`config.mk`:
```
export PLATFORM = sky130hd
export DESIGN_NAME = mem_port_arbiter
export DESIGN_NICKNAME = d
export VERILOG_FILES = /design/src/rtl/mem_arb_pkg.sv /design/src/rtl/mem_arb_pick.sv /design/src/rtl/mem_port_arbiter.sv
export SDC_FILE = /design/constraint.sdc
export NUM_CORES = 1
export LEC_CHECK = 0
export ABC_AREA = 1
export ABC_CLOCK_PERIOD_IN_PS = 1900
export BUFFER_PORTS_ARGS = -buffer_cell sky130_fd_sc_hd__buf_4
export CAP_MARGIN = 20
export CORE_MARGIN = 5
export CORE_UTILIZATION = 48
export CTS_CLUSTER_SIZE = 40
export DETAILED_ROUTE_END_ITERATION = 10
export PLACE_DENSITY = 0.78
export SKIP_CTS_REPAIR_TIMING = 1
export SYNTH_ARGS = -nofsm -noshare
export SYNTH_HDL_FRONTEND = slang
export SYNTH_SLANG_ARGS = --single-unit
```
`constraint.sdc`:
```
create_clock -name clk -period 1.9 [get_ports clk]
set_input_delay 0.095 -clock clk [delete_from_list [all_inputs] [get_ports clk]]
set_output_delay 0.095 -clock clk [all_outputs]
set_load 0.02 [all_outputs]
```
`src/rtl/mem_arb_pkg.sv`:
```
// rtl/mem_arb_pkg.sv - shared types and constants for the IF/MEM memory port arbiter
package mem_arb_pkg;

    // Sequencer states; only IDLE arbitrates between the two stages
    typedef enum logic [1:0] {
        IDLE  = 2'd0,
        ISSUE = 2'd1,
        WAIT  = 2'd2,
        RESP  = 2'd3
    } arb_state_t;

    // Which pipeline stage owns the access in flight
    typedef enum logic {
        OWN_I = 1'b0,
        OWN_D = 1'b1
    } owner_t;

    // Byte-enable pattern meaning "read"
    localparam logic [3:0] WE_NONE = 4'b0000;

endpackage

```
`src/rtl/mem_arb_pick.sv`:
```
// rtl/mem_arb_pick.sv - combinational data-first pick with fetch starvation override
import mem_arb_pkg::*;

module mem_arb_pick #(
    parameter int STARVE_MAX = 4,
    parameter int CNT_W      = 3
) (
    input  logic             i_req,
    input  logic             d_req,
    input  logic [CNT_W-1:0] starve_cnt,
    output owner_t           grant
);

    logic starved;

    // Data wins by default; fetch is forced once data has won STARVE_MAX contested rounds
    always_comb begin
        starved = (starve_cnt == CNT_W'(STARVE_MAX));
        grant   = OWN_I;
        if (d_req && !(i_req && starved)) begin
            grant = OWN_D;
        end
    end

endmodule

```
`src/rtl/mem_port_arbiter.sv`:
```
// rtl/mem_port_arbiter.sv - single-port RAM sequencer shared by IF and MEM stages
import mem_arb_pkg::*;

module mem_port_arbiter #(
    parameter int ADDR_W     = 32,
    parameter int DATA_W     = 32,
    parameter int MEM_LAT    = 1,
    parameter int STARVE_MAX = 4
) (
    input  logic              clk,
    input  logic              rst,
    input  logic              i_req,
    input  logic [ADDR_W-1:0] i_addr,
    output logic [DATA_W-1:0] i_rdata,
    output logic              i_ack,
    input  logic              d_req,
    input  logic [3:0]        d_we,
    input  logic [ADDR_W-1:0] d_addr,
    input  logic [DATA_W-1:0] d_wdata,
    output logic [DATA_W-1:0] d_rdata,
    output logic              d_ack,
    output logic              if_stall,
    output logic              mem_stall,
    output logic              mem_en,
    output logic [3:0]        mem_we,
    output logic [ADDR_W-1:0] mem_addr,
    output logic [DATA_W-1:0] mem_wdata,
    input  logic [DATA_W-1:0] mem_rdata
);

    localparam int CNT_W = $clog2(STARVE_MAX + 1);
    localparam int LAT_W = $clog2(MEM_LAT + 1);

    arb_state_t        state;
    arb_state_t        state_next;
    owner_t            owner;
    owner_t            grant;
    logic [ADDR_W-1:0] lat_addr;
    logic [3:0]        lat_we;
    logic [DATA_W-1:0] lat_wdata;
    logic [CNT_W-1:0]  starve_cnt;
    logic [LAT_W-1:0]  lat_cnt;
    logic              any_req;
    logic              take;
    logic              last_wait;

    assign any_req   = i_req | d_req;
    assign take      = (state == IDLE) && any_req;
    assign last_wait = (state == WAIT) && (lat_cnt == '0);

    mem_arb_pick #(
        .STARVE_MAX (STARVE_MAX),
        .CNT_W      (CNT_W)
    ) u_pick (
        .i_req      (i_req),
        .d_req      (d_req),
        .starve_cnt (starve_cnt),
        .grant      (grant)
    );

    // State register
    always_ff @(posedge clk) begin
        if (rst) begin
            state <= IDLE;
        end else begin
            state <= state_next;
        end
    end

    // Next state and all RAM/ack/stall outputs, decoded from the current state
    always_comb begin
        state_next = state;
        mem_en     = 1'b0;
        mem_we     = WE_NONE;
        mem_addr   = '0;
        mem_wdata  = '0;
        i_ack      = 1'b0;
        d_ack      = 1'b0;
        case (state)
            IDLE: begin
                if (any_req) begin
                    state_next = ISSUE;
                end
            end
            ISSUE: begin
                mem_en     = 1'b1;
                mem_we     = lat_we;
                mem_addr   = lat_addr;
                mem_wdata  = lat_wdata;
                state_next = WAIT;
            end
            WAIT: begin
                if (lat_cnt == '0) begin
                    state_next = RESP;
                end
            end
            RESP: begin
                i_ack      = (owner == OWN_I);
                d_ack      = (owner == OWN_D);
                state_next = IDLE;
            end
            default: begin
                state_next = IDLE;
            end
        endcase
        if_stall  = i_req & ~i_ack;
        mem_stall = d_req & ~d_ack;
    end

    // Latch the winner's request at grant time; fetches always read with zero write data
    always_ff @(posedge clk) begin
        if (rst) begin
            owner     <= OWN_I;
            lat_addr  <= '0;
            lat_we    <= WE_NONE;
            lat_wdata <= '0;
        end else if (take) begin
            owner <= grant;
            if (grant == OWN_D) begin
                lat_addr  <= d_addr;
                lat_we    <= d_we;
                lat_wdata <= d_wdata;
            end else begin
                lat_addr  <= i_addr;
                lat_we    <= WE_NONE;
                lat_wdata <= '0;
            end
        end
    end

    // Count contested rounds lost by fetch; any fetch grant clears the debt
    always_ff @(posedge clk) begin
        if (rst) begin
            starve_cnt <= '0;
        end else if (take) begin
            if (grant == OWN_I) begin
                starve_cnt <= '0;
            end else if (i_req && (starve_cnt != CNT_W'(STARVE_MAX))) begin
                starve_cnt <= starve_cnt + CNT_W'(1);
            end
        end
    end

    // RAM latency down-counter, loaded as the strobe goes out
    always_ff @(posedge clk) begin
        if (rst) begin
            lat_cnt <= '0;
        end else if (state == ISSUE) begin
            lat_cnt <= LAT_W'(MEM_LAT - 1);
        end else if ((state == WAIT) && (lat_cnt != '0)) begin
            lat_cnt <= lat_cnt - LAT_W'(1);
        end
    end

    // Capture read data for the owner on the final wait cycle; stores leave d_rdata alone
    always_ff @(posedge clk) begin
        if (rst) begin
            i_rdata <= '0;
            d_rdata <= '0;
        end else if (last_wait) begin
            if (owner == OWN_I) begin
                i_rdata <= mem_rdata;
            end else if (lat_we == WE_NONE) begin
                d_rdata <= mem_rdata;
            end
        end
    end

endmodule

```
==> qor.csv <==
metric,value,unit
crit_buf_inv,4,
power_leakage,0.005318,uW
skew,0.01280,ns
slowest_delay,0.33,ns
fp.dieH,126.8,um
hold_violations,25,
status,"complete, but fails checks",
crit_type,register to output port,
core,13300,um^2
rsz0062_at_grt,no,
start_kind,register,
grt.overflow.total,0,
drc_errors,0,
path_clk_slew,0.06,ns
finalSetupTns,0,ns
wl_per_cell,14.54,um
grt_usage,0.2423,
ir_worst_vdd,0.7314,mV
hold_class,input port to register,
synth.avg_cell_area,6.556,um^2
vias,7238,
power_density,1195,nW/um^2
io_pins,273,
final_area,9927,um^2
tightest_slew,0.8146,ns
syn_nets,1140,
slew_headroom,0.4569,
pre_cts_slack,0.2298,ns
crit_required,1.80,ns
place_area,8685,um^2
period_minus_slack,1.772,ns
cts_sinks,139,
hold_ws,-0.03566,ns
io_buffers,272,
critPathTopFamily,buffers and inverters,
die_w,126.8,um
cts_tree,yes,
vias_per_cell,4.877,
fillers,1052,
drv_slew,0,
ys_warn_count,0,
cp_data_arrival_time,1.68,ns
fin_nets,1438,
cp_max_fo,26,
antennaDiodeCount,0,
synth-seq-cells,139,
area_growth,51.73,%
ys_seq_area_frac,0.4253,
violations,hold timing,
cp-end-kind,output port,
start_util,0.4921,
grt_pass1_vias,6447,
period_share,0.9327,
drive_gt1_frac,0.2485,
drt-total-wl,21.58,mm
grt_pass1_wl,31.95,mm
antenna_found_initial,0,
setup_ws,0.1278,ns
drtIter0Drc,479,
place_hpwl,14.20,mm
maxCapViolations,0,
cp_cell_sequence,inv_1 > ha_2 > buf_4 > nand2_1 > inv_1 > buf_4,
setup_viol,0,
h-tree-depth,4,
max_freq,564.3,MHz
cts_buffers,17,
cts-root-buf,clkbuf_16,
synthCells,998,
clk_latency,0.42,ns
gp_congestion,0.8002,
detail-route-antenna-nets,0,
dr.pass1.iters,5,
core.rowCount,42,
grt_max_degree,73,
syn_area,6543,um^2
ys_types,22,
clk_path_buf_depth,2,
die_area,16070,um^2
cp_slowest_cell,dfxtp_1,
[cells in the final DEF (no fill, tap or decap)]
cell           synthesis  layout
a21oi_1              105     105
buf_12                 0       7
buf_4                  4     279
bufinv_16              0       3
clkbuf_1              26       1
clkbuf_16              0      17
clkbuf_8               0       2
clkinv_2               0       3
clkinv_4               0       2
clkinvlp_4             0       3
dfxtp_1              139     139
dlygate4sd3_1          0      64
ha_1                   6       5
ha_2                   0       1
inv_1                211     211
inv_2                  1       1
nand2_1              213     213
nand2_2                1       1
nand3_1              102     102
nand3_2                1       1
nand3b_2               1       1
nand4_1               37      37
nor2_1                72      70
nor2_2                 1       3
nor4_1                 1       1
o21ai_0               31      31
o21ai_1                4       4
o21ai_4                0       1
[registers in the layout, indices dropped and copies added, names as in the netlist]
| signal | flops |
|---|---|
| i_rdata | 32 |
| lat_cnt | 1 |
| owner | 1 |
| state | 2 |
| lat_addr | 32 |
| lat_wdata | 32 |
| lat_we | 4 |
| starve_cnt | 3 |
| d_rdata | 32 |
[Yosys cell counts]
cell type | count | area share
nand2_1 | 213 | 0.12
o21ai_0 | 31 | 0.024
clkbuf_1 | 26 | 0.015
buf_6 | 1 | 0.0017
buf_1 | 9 | 0.0052
nand3b_2 | 1 | 0.0017
dfxtp_1 | 139 | 0.43
buf_4 | 4 | 0.0046
nand3_1 | 102 | 0.078
inv_1 | 211 | 0.12
nand4_1 | 37 | 0.035
buf_2 | 31 | 0.024
nor4_1 | 1 | 0.00096
nand2_2 | 1 | 0.00096
nor2_2 | 1 | 0.00096
inv_2 | 1 | 0.00057
nand3_2 | 1 | 0.0015
ha_1 | 6 | 0.011
nor2_1 | 72 | 0.041
o21ai_2 | 1 | 0.0013
a21oi_1 | 105 | 0.080
o21ai_1 | 4 | 0.0031
[per-stage QoR]
| step | utilization | std cells | total power [uW] |
|---|---|---|---|
| after floorplan | - | 998 | 6746 |
| after global placement | 0.6532 | 1389 | 8289 |
| after detailed placement | 0.6532 | 1389 | 8371 |
| after CTS | 0.6985 | 1420 | 11750 |
| after global routing | 0.7467 | 1484 | 12530 |
| final | 0.7467 | 1484 | 11860 |
[where the power goes]
part	internal (uW)	switching, uW	total [uW]
logic	1730	2810	4540
clock network	2120	1250	3370
registers	3580	363	3950
[metal layers]
metal / vias to the layer above / track usage / share of wire
li1: 3654 / - / -
met1: 3242 / 0.2937 / 0.40
met2: 305 / 0.4091 / 0.50
met3: 37 / 0.07188 / 0.075
met4: 0 / 0.08517 / 0.023
met5: - / 0 / 0
[final cells by class]
class | count | area (um^2) | share of cell area
repair buffers | 350 | 2875 | 0.2896
flip-flops and latches | 139 | 2783 | 0.2803
multi-input cells | 576 | 2651 | 0.2671
inverters | 212 | 795.8 | 0.08016
clock buffers | 20 | 456.7 | 0.04600
well taps | 176 | 220.2 | 0.02218
clock inverters | 11 | 145.1 | 0.01462
[kinds of logic (layout without fill, tap and decap cells)]
logic type               Yosys count  in the layout  synth area share
AND/OR/NAND/NOR                  429            429            0.2830
buffers and inverters            283            593            0.1717
AO/OA/AOI/OAI                    141            141            0.1084
flip-flops                       139            139            0.4253
adder cells (fa/ha/maj)            6              6           0.01147
[tightest hold or removal path: stages]
cell and delay (ns):
buf_4 0.08, nand2_1 0.04, nand3_1 0.05, nand2_1 0.04, inv_1 0.04
[final timing paths]
| check | start | to | slack, ns | depth (start not counted) |
|---|---|---|---|---|
| worst min-delay path | i_addr[3] | lat_addr[3] | -0.04 | 5 |
| worst min register to register | i_rdata[20] | i_rdata[20] | 0.44 | 2 |
| worst max register to register | state[0] | lat_addr[13] | 0.19 | 7 |
| worst max-delay path | state[1] | mem_addr[19] | 0.13 | 6 |
Note: power is estimated with default switching activity, not from simulation.
